**src/rtl/uart_tx_periph.sv**
```systemverilog
// Memory-mapped UART transmitter: byte FIFO at BASE_ADDR, status at BASE_ADDR+4, 8N1 serial out.
// Define UART_PARITY_EN to insert an even-parity bit after the data bits (8E1).
module uart_tx_periph #(
  parameter logic [31:0] BASE_ADDR    = 32'h4800,
  parameter int unsigned CLKS_PER_BIT = 434,
  parameter int unsigned FIFO_DEPTH   = 8
) (
  input  logic        clk,
  input  logic        reset,
  input  logic [31:0] DataAdr,
  input  logic [31:0] WriteData,
  input  logic        MemWrite,
  output logic [7:0]  ReadData,
  output logic        hit,
  output logic        tx
);

  localparam int unsigned AW = $clog2(FIFO_DEPTH);
  localparam int unsigned PW = AW + 1;
  localparam int unsigned CW = (CLKS_PER_BIT > 1) ? $clog2(CLKS_PER_BIT) : 1;
  localparam logic [31:0] STAT_ADDR = BASE_ADDR + 32'd4;

  localparam logic [2:0] S_IDLE   = 3'd0;
  localparam logic [2:0] S_START  = 3'd1;
  localparam logic [2:0] S_DATA   = 3'd2;
`ifdef UART_PARITY_EN
  localparam logic [2:0] S_PARITY = 3'd3;
`endif
  localparam logic [2:0] S_STOP   = 3'd4;

  logic [2:0]    state, state_d;
  logic [CW-1:0] baud_cnt, baud_d;
  logic [2:0]    bit_idx, bit_d;
  logic [7:0]    shreg, shreg_d;
  logic          tx_d;
  logic [PW-1:0] wr_ptr, rd_ptr;
  logic [7:0]    mem [FIFO_DEPTH];
  logic          ovf;

  logic          full_c, empty_c, baud_done_c, pop_c, push_c;
  logic          data_wr_c, stat_wr_c, unused_wdata_c;
  logic [7:0]    head_c, status_c;

  // Bus decode and FIFO flags
  assign data_wr_c      = MemWrite && (DataAdr == BASE_ADDR);
  assign stat_wr_c      = MemWrite && (DataAdr == STAT_ADDR);
  assign empty_c        = (wr_ptr == rd_ptr);
  assign full_c         = ((wr_ptr ^ rd_ptr) == {1'b1, {AW{1'b0}}});
  assign push_c         = data_wr_c && !full_c;
  assign head_c         = mem[rd_ptr[AW-1:0]];
  assign baud_done_c    = (baud_cnt == CW'(CLKS_PER_BIT - 1));
  assign hit            = (DataAdr == BASE_ADDR) || (DataAdr == STAT_ADDR);
  assign unused_wdata_c = ^WriteData[31:8];

  // Next-state logic; shreg rotates so it holds the original byte again after bit 7
  always_comb begin
    state_d = state;
    baud_d  = baud_cnt;
    bit_d   = bit_idx;
    shreg_d = shreg;
    pop_c   = 1'b0;
    if (state != S_IDLE) baud_d = baud_done_c ? '0 : baud_cnt + CW'(1);
    case (state)
      S_IDLE: begin
        if (!empty_c) begin
          pop_c   = 1'b1;
          shreg_d = head_c;
          state_d = S_START;
        end
      end
      S_START: begin
        if (baud_done_c) state_d = S_DATA;
      end
      S_DATA: begin
        if (baud_done_c) begin
          shreg_d = {shreg[0], shreg[7:1]};
          bit_d   = bit_idx + 3'd1;
          if (bit_idx == 3'd7) begin
`ifdef UART_PARITY_EN
            state_d = S_PARITY;
`else
            state_d = S_STOP;
`endif
          end
        end
      end
`ifdef UART_PARITY_EN
      S_PARITY: begin
        if (baud_done_c) state_d = S_STOP;
      end
`endif
      S_STOP: begin
        if (baud_done_c) begin
          if (!empty_c) begin
            pop_c   = 1'b1;
            shreg_d = head_c;
            state_d = S_START;
          end else begin
            state_d = S_IDLE;
          end
        end
      end
      default: state_d = S_IDLE;
    endcase
  end

  // Line level for the upcoming cycle, registered so tx is glitch-free
  always_comb begin
    tx_d = 1'b1;
    case (state_d)
      S_START:  tx_d = 1'b0;
      S_DATA:   tx_d = shreg_d[0];
`ifdef UART_PARITY_EN
      S_PARITY: tx_d = ^shreg_d;
`endif
      default:  tx_d = 1'b1;
    endcase
  end

  always_ff @(posedge clk) begin
    if (reset) begin
      state    <= S_IDLE;
      baud_cnt <= '0;
      bit_idx  <= '0;
      shreg    <= '0;
      tx       <= 1'b1;
    end else begin
      state    <= state_d;
      baud_cnt <= baud_d;
      bit_idx  <= bit_d;
      shreg    <= shreg_d;
      tx       <= tx_d;
    end
  end

  // FIFO pointers and sticky overflow; a drop wins over a same-edge clear
  always_ff @(posedge clk) begin
    if (reset) begin
      wr_ptr <= '0;
      rd_ptr <= '0;
      ovf    <= 1'b0;
    end else begin
      if (push_c) wr_ptr <= wr_ptr + PW'(1);
      if (pop_c)  rd_ptr <= rd_ptr + PW'(1);
      if (data_wr_c && full_c) ovf <= 1'b1;
      else if (stat_wr_c)      ovf <= 1'b0;
    end
  end

  always_ff @(posedge clk) begin
    if (push_c) mem[wr_ptr[AW-1:0]] <= WriteData[7:0];
  end

  // Zero-wait read path into the core's read-data mux
  always_comb begin
    status_c = {4'b0000, (state != S_IDLE), ovf, full_c, empty_c};
    ReadData = 8'h00;
    if (DataAdr == BASE_ADDR)      ReadData = empty_c ? 8'h00 : head_c;
    else if (DataAdr == STAT_ADDR) ReadData = status_c;
  end

endmodule

```
**config.mk**
```make
export PLATFORM = sky130hd
export DESIGN_NAME = uart_tx_periph
export DESIGN_NICKNAME = d
export VERILOG_FILES = /design/src/rtl/uart_tx_periph.sv
export SDC_FILE = /design/constraint.sdc
export NUM_CORES = 1
export LEC_CHECK = 0
export ABC_AREA = 0
export CORE_UTILIZATION = 52
export DETAILED_ROUTE_END_ITERATION = 12
export GPL_ROUTABILITY_DRIVEN = 0
export GPL_TIMING_DRIVEN = 1
export PLACE_DENSITY = 0.79
export SYNTH_ARGS = -nofsm -noshare
export SYNTH_HDL_FRONTEND = slang
export SYNTH_SLANG_ARGS = --single-unit
```
**constraint.sdc**
```tcl
create_clock -name clk -period 3.85 [get_ports clk]
set_clock_uncertainty 0.2 [all_clocks]
set_input_delay 1.155 -clock clk [delete_from_list [all_inputs] [get_ports clk]]
set_output_delay 1.155 -clock clk [all_outputs]
set_load 0.01 [all_outputs]
```
Word level (Yosys, flattened, before mapping)
Memories as Yosys holds them, arrays and structs flattened. A register that Yosys moved wholly into a read port is not among the register bits.
Cells that the tools add are included.
{"block": "classes", "n_addsub": 4, "multipliers": 0, "n_div": 0, "n_lt_le_gt_ge": 0, "eq_ne": 13, "shift": 0, "n_mux": 25, "n_bitwise": 1, "reduce_logical": 12}
{"operator": "$eq 32x15->1 const B", "n": 2}
{"operator": "$mux 8", "n": 5}
{"operator": "$pmux 8 s3", "n": 1}
{"operator": "$mux 3", "n": 7}
{"operator": "$pmux 3 s4", "n": 1}
{"operator": "$add 9x1->9 const B", "n": 1}
{"operator": "$eq 9x9->1 const B", "n": 1}
{"operator": "$mux 9", "n": 1}
{"operator": "$add 4x1->4 const B", "n": 2}
{"operator": "$mux 1", "n": 7}
{"operator": "$eq 3x1->1 const B", "n": 2}
{"operator": "$eq 3x2->1 const B", "n": 2}
{"operator": "$eq 3x3->1 const B", "n": 2}
{"operator": "$reduce_bool 3->1", "n": 2}
{"operator": "$eq 4x4->1", "n": 1}
{"operator": "$eq 4x4->1 const B", "n": 1}
{"operator": "$logic_and 1x1->1", "n": 4}
{"operator": "$mux 4", "n": 1}
{"operator": "$ne 2x2->1 const B", "n": 2}
{"operator": "$pmux 1 s2", "n": 2}
{"operator": "$xor 4x4->4", "n": 1}
{"operator": "$add 3x1->3 const B", "n": 1}
{"operator": "$logic_not 3->1", "n": 1}
{"operator": "$reduce_and 3->1", "n": 1}
{"operator": "other kinds (4)", "n": 4}
{"block": "word_totals", "reg_bits": 33, "latch_bits": 0, "ram_bits": 64, "romBits": 0, "out_inout_bits": 10, "word_cells": 65, "memories": 1}
{"name": "mem", "words": 8, "word_bits": 8, "read_ports": 1, "rd_clocked_by_memory_dff": 1, "write_ports": 1, "line": "37", "text": "logic [7:0] mem [FIFO_DEPTH];"}

Depth between registers and ports, before layout
Gate-level depths: netlist of the first run.
{"block": "depth", "depth_word": 6, "depth_mapped": 8, "ltp_nobuf": 7}

Least setup slack after synthesis of the first run
Ideal clock, no wire load.
{"block": "synth_path", "path_kind": "input to output", "start": "in DataAdr[13]", "end": "out ReadData[6]", "arrival_time_ps": 2379, "required_ps": 2495, "setup_slack_ps": 116, "stages": 4, "n_path_buf": 0, "path_cell_list": "nor4b_1 nand4_1 or3_1 nor3_1"}
{"block": "synth_via", "elab_chain_cells": 2}
{"element": "start, declared", "line": "10", "text": "input logic [31:0] DataAdr,"}
{"element": "$eq 32x15->1", "line": "158", "text": "if (DataAdr == BASE_ADDR) ReadData = empty_c ? 8'h00 : head_c;"}
{"element": "$mux 8", "line": "158"}
{"element": "end, declared", "line": "13", "text": "output logic [7:0] ReadData,"}
No other way between the ends.

Final worst setup path of the first run
{"block": "layout_path", "start": "in DataAdr[28]", "end": "out ReadData[6]"}
The elaborated chain is that of the path after synthesis.

==> summary.txt, run 1 <==
first-iteration detailed-routing DRC count: 104
first-pass GRT wire length: 14170 um
Hold WC Path Type: reg2reg
Row Count: 32
RR Startpoint: wr_ptr[2]$_SDFFE_PP0P_
status: complete, no violations
crit path max-delay cell type: or3_4
Hold Path Origin: shreg[6]$_SDFFE_PP0P_
power per cell area: 432.7 mW/mm^2
worst path required time: 2490 ps
DR vias: 2762
final HPWL from detailed placement: 6110 um
Worst Tran Pin Value: 1073 ps
antenna cell count: 0
antenna-violating nets left: 0
Multi-input gate area: 0.001660 mm^2
Die Height: 93.13 um
largest net degree at the start of global routing: 23
Synth area leader: edfxtp_1
Synth Instances: 310
routed len/inst: 18.03 um
Async S/R FF share, synth: 0%
FF-to-FF setup slack: 1310 ps
post-synthesis sequential area ratio: 61.20%
clk_lat worst skew: 370 ps
fillers: 581
Die Wd: 93.13 um
CTS tree: built
antenna violations before repair: 0
Via density: 5.730
Critical Path Max Stage Delay: 470 ps
H-tree depth: 3
register area: 0.002643 mm^2
Tot Pwr: 2.251 mW
number of global-route vias before repair: 2816
Synth cell types: 45
fin crit period: 3821 ps
drt drc: 0
share of cells above drive strength 1: 25.26%
final instance area: 0.005201 mm^2
post-synthesis net count: 383
TritonCTS sink count: 100
Total Wirelength: 8689 um
relative slew slack: 27.80%
worst reg-to-reg path cell count: 5
final setup fails: 0
hold worst-path end: shreg[6]$_SDFFE_PP0P_
RR Endpoint: shreg[2]$_SDFFE_PP0P_
top-count cell post-synth: edfxtp_1
top cells by count, synth: edfxtp_1, dfxtp_1, nor2_1
share of the synthesized area in the top cell type: 44.51%
# IOs: 77
first drt pass iteration count: 4
fmax: 261.7 MHz
CTS buffer count: 9
Syn Area/Cell: 13.93 um^2
maximum root-to-sink buffer count: 2
Critical Path, Cell by Cell: dlygate4sd2_1, nor3_2, nand4_1, or3_4, nor3_2, buf_2
Remaining Overflow, GRT: 0
leak pwr: 1.771 nW
Post-synth top flop: edfxtp_1
max-cap check violation count: 0
CP endpoint kind: output port
worst-path maximum fanout: 4
crit-path leading delay family: simple AND/OR/NAND/NOR gates
final worst-path cycle share: 99.24%
Cell Area, Synth: 0.004318 mm^2
Final Core Density: 65.94%
synth warn: 0
initial core utilization: 54.74%
final count of hold timing violations: 0
I/O Buffers: 52
synth top area cells: edfxtp_1, dfxtp_1, mux4_2
all-layer global routing usage: 22.24%
placed cell area: 0.005017 mm^2
Setup CP Type: in2out
hold path depth: 1
critical path arrival: 2470 ps
Clk pin slew, worst setup/hold paths: 100 ps
Crit path top cell by count: nor3_2
Final #Nets: 448
Max Slew Vio Count: 0
register bit total from synthesis: 100
core area: 0.007888 mm^2
CTS Root Cell: clkbuf_8
Die ar.: 0.008672 mm^2
Startpoint Class: primary input
Post-synth EDFFs: 64
crit path buf inv count: 2
Synth-to-Final Area Change: 20.46%
Max IR drop VDD: 0.2673 mV
RSZ-0062 raised after global routing: true
-- worst reg2reg max path, delay by kind of cell (launching register included) --
| kind | cells | cell delay, ps |
|---|---|---|
| DFF | 1 | 570 |
| xor gates and xnor gates | 1 | 210 |
| and+or+nand+nor | 2 | 570 |
| AOI/OAI and AO/OA | 2 | 880 |
-- how the worst max path moves through the flow --
stage / from / to / slack, ps / cells after the start
after floorplan: DataAdr[13] / ReadData[6] / 120 / 4
after CTS: DataAdr[19] / ReadData[2] / 5 / 7
final: DataAdr[28] / ReadData[6] / 30 / 6
after global routing: DataAdr[21] / ReadData[6] / -50 / 6
after global placement: DataAdr[8] / ReadData[6] / -700 / 6
after detailed placement: DataAdr[8] / ReadData[6] / -720 / 6
-- stage by stage --
stage / hold slack [ps] / setup TNS, ps / cells / setup slack [ps]
finish: 304.3 / 0 / 482 / 29.16
floorplan: 254.9 / 0 / 310 / 116.1
global route: 313.3 / -68.61 / 482 / -49.25
detailed placement: 274.5 / -5514 / 466 / -716.8
global placement: 269.5 / -5273 / 466 / -701.4
CTS: 301.1 / 0 / 482 / 4.563
-- timing repair --
action | in CTS | in global routing
hold buffers | 0 | 0
setup endpoints to repair | 9 | 8
pin swaps | 13 | 7
buffers inserted | 2 | 0
gates resized for setup | 104 | 20
-- cells by family after synthesis --
kind of cell | count (synthesis) | synth area share (%)
simple gates | 106 | 13.56
flops | 100 | 61.20
compound gates | 32 | 5.651
mux | 30 | 11.62
buf+inv | 19 | 2.782
xor+xnor | 17 | 3.448
fa+ha+maj | 6 | 1.739
-- routing by layer --
metal  vias to the layer above  track usage, %  part of all wire (%)
li1                       1327               -                     -
met4                         0           6.410                   1.6
met2                        58           38.42                    51
met5                         -               0                     0
met1                      1361           27.67                    44
met3                        16           5.610                   3.9
-- registers in the layout, indices dropped and copies added (netlist names), named ones only --
signal,cells
baud_cnt,9
mem,64
shreg,8
rd_ptr,4
bit_idx,3
ovf,1
state,3
tx,1
wr_ptr,4
-- layout make-up --
cell class	count	area share, %
multi-input cells	191	31.92
repair buffers	70	10.83
inverters	3	0.2165
clock inverters	7	1.395
flip-flops and latches	100	50.81
well taps	102	2.454
clock buffers	9	2.382
-- where the power goes --
group | leakage (nW) | internal (mW) | switching, mW | total, mW
registers | 0.865 | 1.18 | 0.0384 | 1.22
logic | 0.803 | 0.199 | 0.184 | 0.383
clock network | 0.103 | 0.258 | 0.395 | 0.652
-- cell usage in the layout, fill, tap and decap left out, drive strengths merged, types with 7 or more instances in the layout --
cell type / netlist / final
clkdlybuf4s50: 0 / 12
a221o: 7 / 7
dfxtp: 36 / 36
mux2i: 10 / 10
edfxtp: 64 / 64
xnor2: 9 / 9
nand3: 8 / 8
buf: 8 / 34
nor3: 14 / 14
nor2: 32 / 32
inv: 3 / 8
clkdlybuf4s15: 0 / 10
mux4: 15 / 15
nor4: 8 / 8
nand2: 15 / 15
dlygate4sd2: 0 / 8
clkbuf: 8 / 15
xor2: 8 / 8
Power figures use the tool's default switching activity.
==> run 2, diff against run 1 <==
PLACE_DENSITY = unset   (was 0.79)
PLACE_DENSITY_LB_ADDON = 0.3   (was unset)
==> summary.txt, run 2 (synthesized netlist as in run 1, its figures left out) <==
status: complete, no violations (unchanged)
worst reg-to-reg path cell count: 6 (was 5)
commonest non-fill, non-tap cell in the layout: edfxtp_1 (unchanged)
Total Wirelength: 8620 um (was 8689 um)
Remaining Overflow, GRT: 0 (unchanged)
I/O Buffers: 52 (unchanged)
RR Endpoint: mem[6][2]$_DFFE_PP_ (was shreg[2]$_SDFFE_PP0P_)
first drt pass iteration count: 4 (unchanged)
final HPWL from detailed placement: 5945 um (was 6110 um)
worst-path maximum fanout: 4 (unchanged)
number of flip-flops in the largest register: 64 (unchanged)
most frequent cells in the layout: edfxtp_1, dfxtp_1, nor2_1 (unchanged)
Critical Path Max Stage Delay: 410 ps (was 470 ps)
number of global-route vias before repair: 2767 (was 2816)
TritonCTS sink count: 100 (unchanged)
Synth-to-Final Area Change: 20.86% (was 20.46%)
Via density: 5.714 (was 5.730)
first-iteration detailed-routing DRC count: 81 (was 104)
Layout Cells excl Fill: 483 (was 482)
RR Startpoint: wr_ptr[0]$_SDFFE_PP0P_ (was wr_ptr[2]$_SDFFE_PP0P_)
fillers: 564 (was 581)
initial core utilization: 54.74% (unchanged)
routed len/inst: 17.85 um (was 18.03 um)
fin crit period: 3788 ps (was 3821 ps)
register area: 0.002644 mm^2 (was 0.002643 mm^2)
Startpoint Class: primary input (unchanged)
CTS buffer count: 9 (unchanged)
CP endpoint: ReadData[6] (unchanged)
worst path required time: 2490 ps (about the same)
Clk pin slew, worst setup/hold paths: 90 ps (was 100 ps)
Tot Pwr: 2.279 mW (was 2.251 mW)
largest net degree at the start of global routing: 23 (unchanged)
clk_lat worst skew: 360 ps (was 370 ps)
critical path arrival: 2430 ps (was 2470 ps)
H-tree depth: 3 (unchanged)
relative slew slack: 28.61% (was 27.80%)
Worst Tran Pin Value: 1061 ps (was 1073 ps)
crit path max-delay cell type: or3_4 (unchanged)
final count of hold timing violations: 0 (unchanged)
final setup fails: 0 (unchanged)
Setup crit start: DataAdr[23] (was DataAdr[28])
max-cap check violation count: 0 (unchanged)
share of cells above drive strength 1: 25.46% (was 25.26%)
DR vias: 2760 (was 2762)
final worst-path cycle share: 98.39% (was 99.24%)
Max Slew Vio Count: 0 (unchanged)
CTS Root Cell: clkbuf_8 (unchanged)
Max IR drop VDD: 0.2997 mV (was 0.2673 mV)
maximum root-to-sink buffer count: 2 (unchanged)
Hold WC Path Type: reg2reg (unchanged)
antenna cell count: 0 (unchanged)
fmax: 264.0 MHz (was 261.7 MHz)
FF-to-FF setup slack: 1300 ps (was 1310 ps)
Critical Path, Cell by Cell: buf_2, nor4_2, nand4_1, or3_4, nor3_2, buf_2 (was dlygate4sd2_1, nor3_2, nand4_1, or3_4, nor3_2, buf_2)
Crit path top cell by count: buf_2 (was nor3_2)
core area: 0.007888 mm^2 (unchanged)
Row Count: 32 (unchanged)
Setup TNS: 0 ps (unchanged)
all-layer global routing usage: 21.56% (was 22.24%)
leak pwr: 1.787 nW (was 1.771 nW)
CP endpoint kind: output port (unchanged)
drt drc: 0 (unchanged)
Die Wd: 93.13 um (unchanged)
Multi-input gate area: 0.001658 mm^2 (was 0.001660 mm^2)
Final #Nets: 449 (was 448)
antenna violations before repair: 0 (unchanged)
antenna-violating nets left: 0 (unchanged)
Placed Cells: 467 (was 466)
# IOs: 77 (unchanged)
CTS tree: built (unchanged)
power per cell area: 436.7 mW/mm^2 (was 432.7 mW/mm^2)
first-pass GRT wire length: 13710 um (was 14170 um)
Setup CP Type: in2out (unchanged)
Die Height: 93.13 um (unchanged)
Die ar.: 0.008672 mm^2 (unchanged)
-- run 2: timing repair --
| item | CTS | global route |
|---|---|---|
| pin swaps | 12 | 4 |
| buffers inserted | 1 | 0 |
| endpoints found under the setup margin | 9 | 6 |
| resized for setup | 115 | 11 |
| gates cloned | 0 | 0 |
| hold buffers | 0 | 0 |
-- run 2: final cells by class --
class	instances	share of cell area, %
tap	102	2.445
clock inverter	7	1.510
multi-input combinational	191	31.77
timing repair buffer	71	11.03
clock buffer	9	2.374
sequential	100	50.66
inverter	3	0.2158
-- run 2: where the power goes --
| part | internal (mW) | switching (mW) |
|---|---|---|
| clock network | 0.311 | 0.366 |
| registers | 1.18 | 0.0401 |
| logic | 0.204 | 0.180 |
-- run 2: metal layers --
metal	wire [um]	part of all wire, %	up-vias	global-route usage (%)
met5	0	0	-	0
met2	4398	51	54	37.01
li1	-	-	1325	-
met4	94	1.1	0	6.154
met1	3798	44	1374	26.83
met3	329	3.8	7	5.772
-- run 2: how the worst min path moves through the flow --
stage                     cells after the start                   from  slack [ps]                     to
after floorplan                               1  shreg[1]$_SDFFE_PP0P_         250  shreg[1]$_SDFFE_PP0P_
after global placement                        1  shreg[5]$_SDFFE_PP0P_         270  shreg[4]$_SDFFE_PP0P_
after detailed placement                      1  shreg[4]$_SDFFE_PP0P_         270  shreg[4]$_SDFFE_PP0P_
after CTS                                     1  shreg[4]$_SDFFE_PP0P_         300  shreg[4]$_SDFFE_PP0P_
after global routing                          1  shreg[4]$_SDFFE_PP0P_         320  shreg[4]$_SDFFE_PP0P_
final                                         1  shreg[6]$_SDFFE_PP0P_         300  shreg[6]$_SDFFE_PP0P_
-- run 2: critical path: cells and delay by family --
family	cells	cell delay, ps
buffers and inverters	2	260
and+or+nand+nor	4	1020
-- run 2: metrics by stage --
step	hold slack [ps]	cell area, um^2	worst slack (ps)	util, %
CTS	299.2	5189	0.4781	65.78
finish	300.2	5219	62.11	66.16
floorplan	254.9	4318	116.1	-
detailed placement	273.7	5025	-790.0	63.71
global route	318.8	5219	-25.81	66.16
global placement	269.5	5025	-702.7	63.71
==> run 3, diff against run 2 <==
CAP_MARGIN = 30   (was unset)
==> summary.txt, run 3 (synthesized netlist as in run 1, its figures left out) <==
status: complete, no violations (unchanged)
smallest setup slack after layout: 62.20 ps (was 62.11 ps)
Worst Tran Pin Value: 509.6 ps (was 1061 ps)
Final #Nets: 450 (was 449)
share of cells above drive strength 1: 25.65% (was 25.46%)
Synth-to-Final Area Change: 20.98% (was 20.86%)
CTS Root Cell: clkbuf_8 (unchanged)
pre-CTS setup slack: -790.0 ps (unchanged)
antenna cell count: 0 (unchanged)
Die Height: 93.13 um (unchanged)
Via density: 5.740 (was 5.714)
final setup fails: 0 (unchanged)
Tot Pwr: 2.279 mW (about the same)
Remaining Overflow, GRT: 0 (unchanged)
power per cell area: 436.2 mW/mm^2 (was 436.7 mW/mm^2)
worst path required time: 2490 ps (about the same)
met2 Use GR: 37.01% (unchanged)
Clk pin slew, worst setup/hold paths: 90 ps (about the same)
fin crit period: 3788 ps (about the same)
all-layer global routing usage: 21.56% (unchanged)
Top Usage Layer GRT: met2 (unchanged)
hold path depth: 1 (unchanged)
antenna-violating nets left: 0 (unchanged)
Hold Path Origin: shreg[6]$_SDFFE_PP0P_ (unchanged)
RR Startpoint: wr_ptr[0]$_SDFFE_PP0P_ (unchanged)
worst reg-to-reg path cell count: 6 (unchanged)
Max IR drop VDD: 0.3002 mV (was 0.2997 mV)
grt met1 use: 26.83% (unchanged)
final worst-path cycle share: 98.38% (was 98.39%)
hold worst-path end: shreg[6]$_SDFFE_PP0P_ (unchanged)
fmax: 264.0 MHz (about the same)
max-cap check violation count: 0 (unchanged)
maximum root-to-sink buffer count: 2 (unchanged)
commonest non-fill, non-tap cell in the layout: edfxtp_1 (unchanged)
worst-path maximum fanout: 4 (unchanged)
clk_lat worst skew: 360 ps (about the same)
Die ar.: 0.008672 mm^2 (unchanged)
CTS buffer count: 9 (unchanged)
antenna violations before repair: 0 (unchanged)
Die Wd: 93.13 um (unchanged)
RR Endpoint: mem[6][2]$_DFFE_PP_ (unchanged)
Total Wirelength: 8658 um (was 8620 um)
FF-to-FF setup slack: 1300 ps (about the same)
Worst Hold Margin: 300.7 ps (was 300.2 ps)
placed cell area: 0.005025 mm^2 (unchanged)
DR vias: 2778 (was 2760)
first drt pass iteration count: 4 (unchanged)
core area: 0.007888 mm^2 (unchanged)
GR Util met3: 5.772% (unchanged)
Max Slew Vio Count: 0 (unchanged)
most frequent cells in the layout: edfxtp_1, dfxtp_1, nor2_1 (unchanged)
initial core utilization: 54.74% (unchanged)
leak pwr: 1.793 nW (was 1.787 nW)
largest net degree at the start of global routing: 23 (unchanged)
TritonCTS sink count: 100 (unchanged)
Setup CP Type: in2out (unchanged)
final count of hold timing violations: 0 (unchanged)
number of flip-flops in the largest register: 64 (unchanged)
final HPWL from detailed placement: 5945 um (unchanged)
routed len/inst: 17.89 um (was 17.85 um)
I/O Buffers: 52 (unchanged)
first-iteration detailed-routing DRC count: 88 (was 81)
number of global-route vias before repair: 2767 (unchanged)
Row Count: 32 (unchanged)
CP endpoint kind: output port (unchanged)
drt drc: 0 (unchanged)
H-tree depth: 3 (unchanged)
CTS tree: built (unchanged)
# IOs: 77 (unchanged)
Startpoint Class: primary input (unchanged)
relative slew slack: 65.84% (was 28.61%)
Setup TNS: 0 ps (unchanged)
first-pass GRT wire length: 13710 um (unchanged)
critical path arrival: 2430 ps (about the same)
Hold WC Path Type: reg2reg (unchanged)
final instance area: 0.005224 mm^2 (was 0.005219 mm^2)
==> run 3: cell count changes in the layout (fill, tap and decap cells not counted), sizes merged <==
| cell | before | now |
|---|---|---|
| buf | 40 | 41 |
==> run 3: cell type report <==
type,instances,area [um^2]
clock buffers,9,123.9
repair buffers,72,580.6
inverters,3,11.26
clock inverters,7,78.83
flip-flops and latches,100,2644
multi-input cells,191,1658
well taps,102,127.6
fillers,563,2664
==> run 3: worst max-delay path: stages <==
cell	delay, ps
buf_2	110
nor4_2	290
nand4_1	210
or3_4	410
nor3_2	110
buf_2	150
==> run 3: report_power, final <==
group	switching (mW)	total, mW	internal, mW	leakage (nW)
sequential	0.0398	1.22	1.18	0.866
combinational	0.180	0.384	0.204	0.822
clock	0.366	0.677	0.311	0.105
total	0.586	2.28	1.69	1.79
==> run 3: worst max-delay path by stage <==
stage / startpoint / endpoint / cells after the start
2_1_floorplan: DataAdr[13] / ReadData[6] / 4
6_report: DataAdr[23] / ReadData[6] / 6
3_3_place_gp: DataAdr[8] / ReadData[6] / 6
3_5_place_dp: DataAdr[13] / ReadData[6] / 6
4_1_cts: DataAdr[23] / ReadData[6] / 6
5_1_grt: DataAdr[23] / ReadData[3] / 7
==> run 3: what timing repair did <==
item                       in CTS  in global routing
setup endpoints to repair       9                  6
resized for setup             115                 11
pin swaps                      12                  4
gates cloned                    0                  0
hold buffers                    0                  0
setup buffers                   1                  0
==> run 3: layer usage <==
| layer | routed length, um | part of all wire, % |
|---|---|---|
| met1 | 3736 | 43 |
| met2 | 4457 | 51 |
| met3 | 365 | 4.2 |
| met4 | 98 | 1.1 |
| met5 | 0 | 0 |
==> run 3: per-stage QoR <==
| step | utilization, % | std cells |
|---|---|---|
| after floorplan | - | 310 |
| after detailed placement | 63.71 | 467 |
| final | 66.23 | 484 |
| after global placement | 63.71 | 467 |
| after CTS | 65.78 | 483 |
| after global routing | 66.23 | 484 |
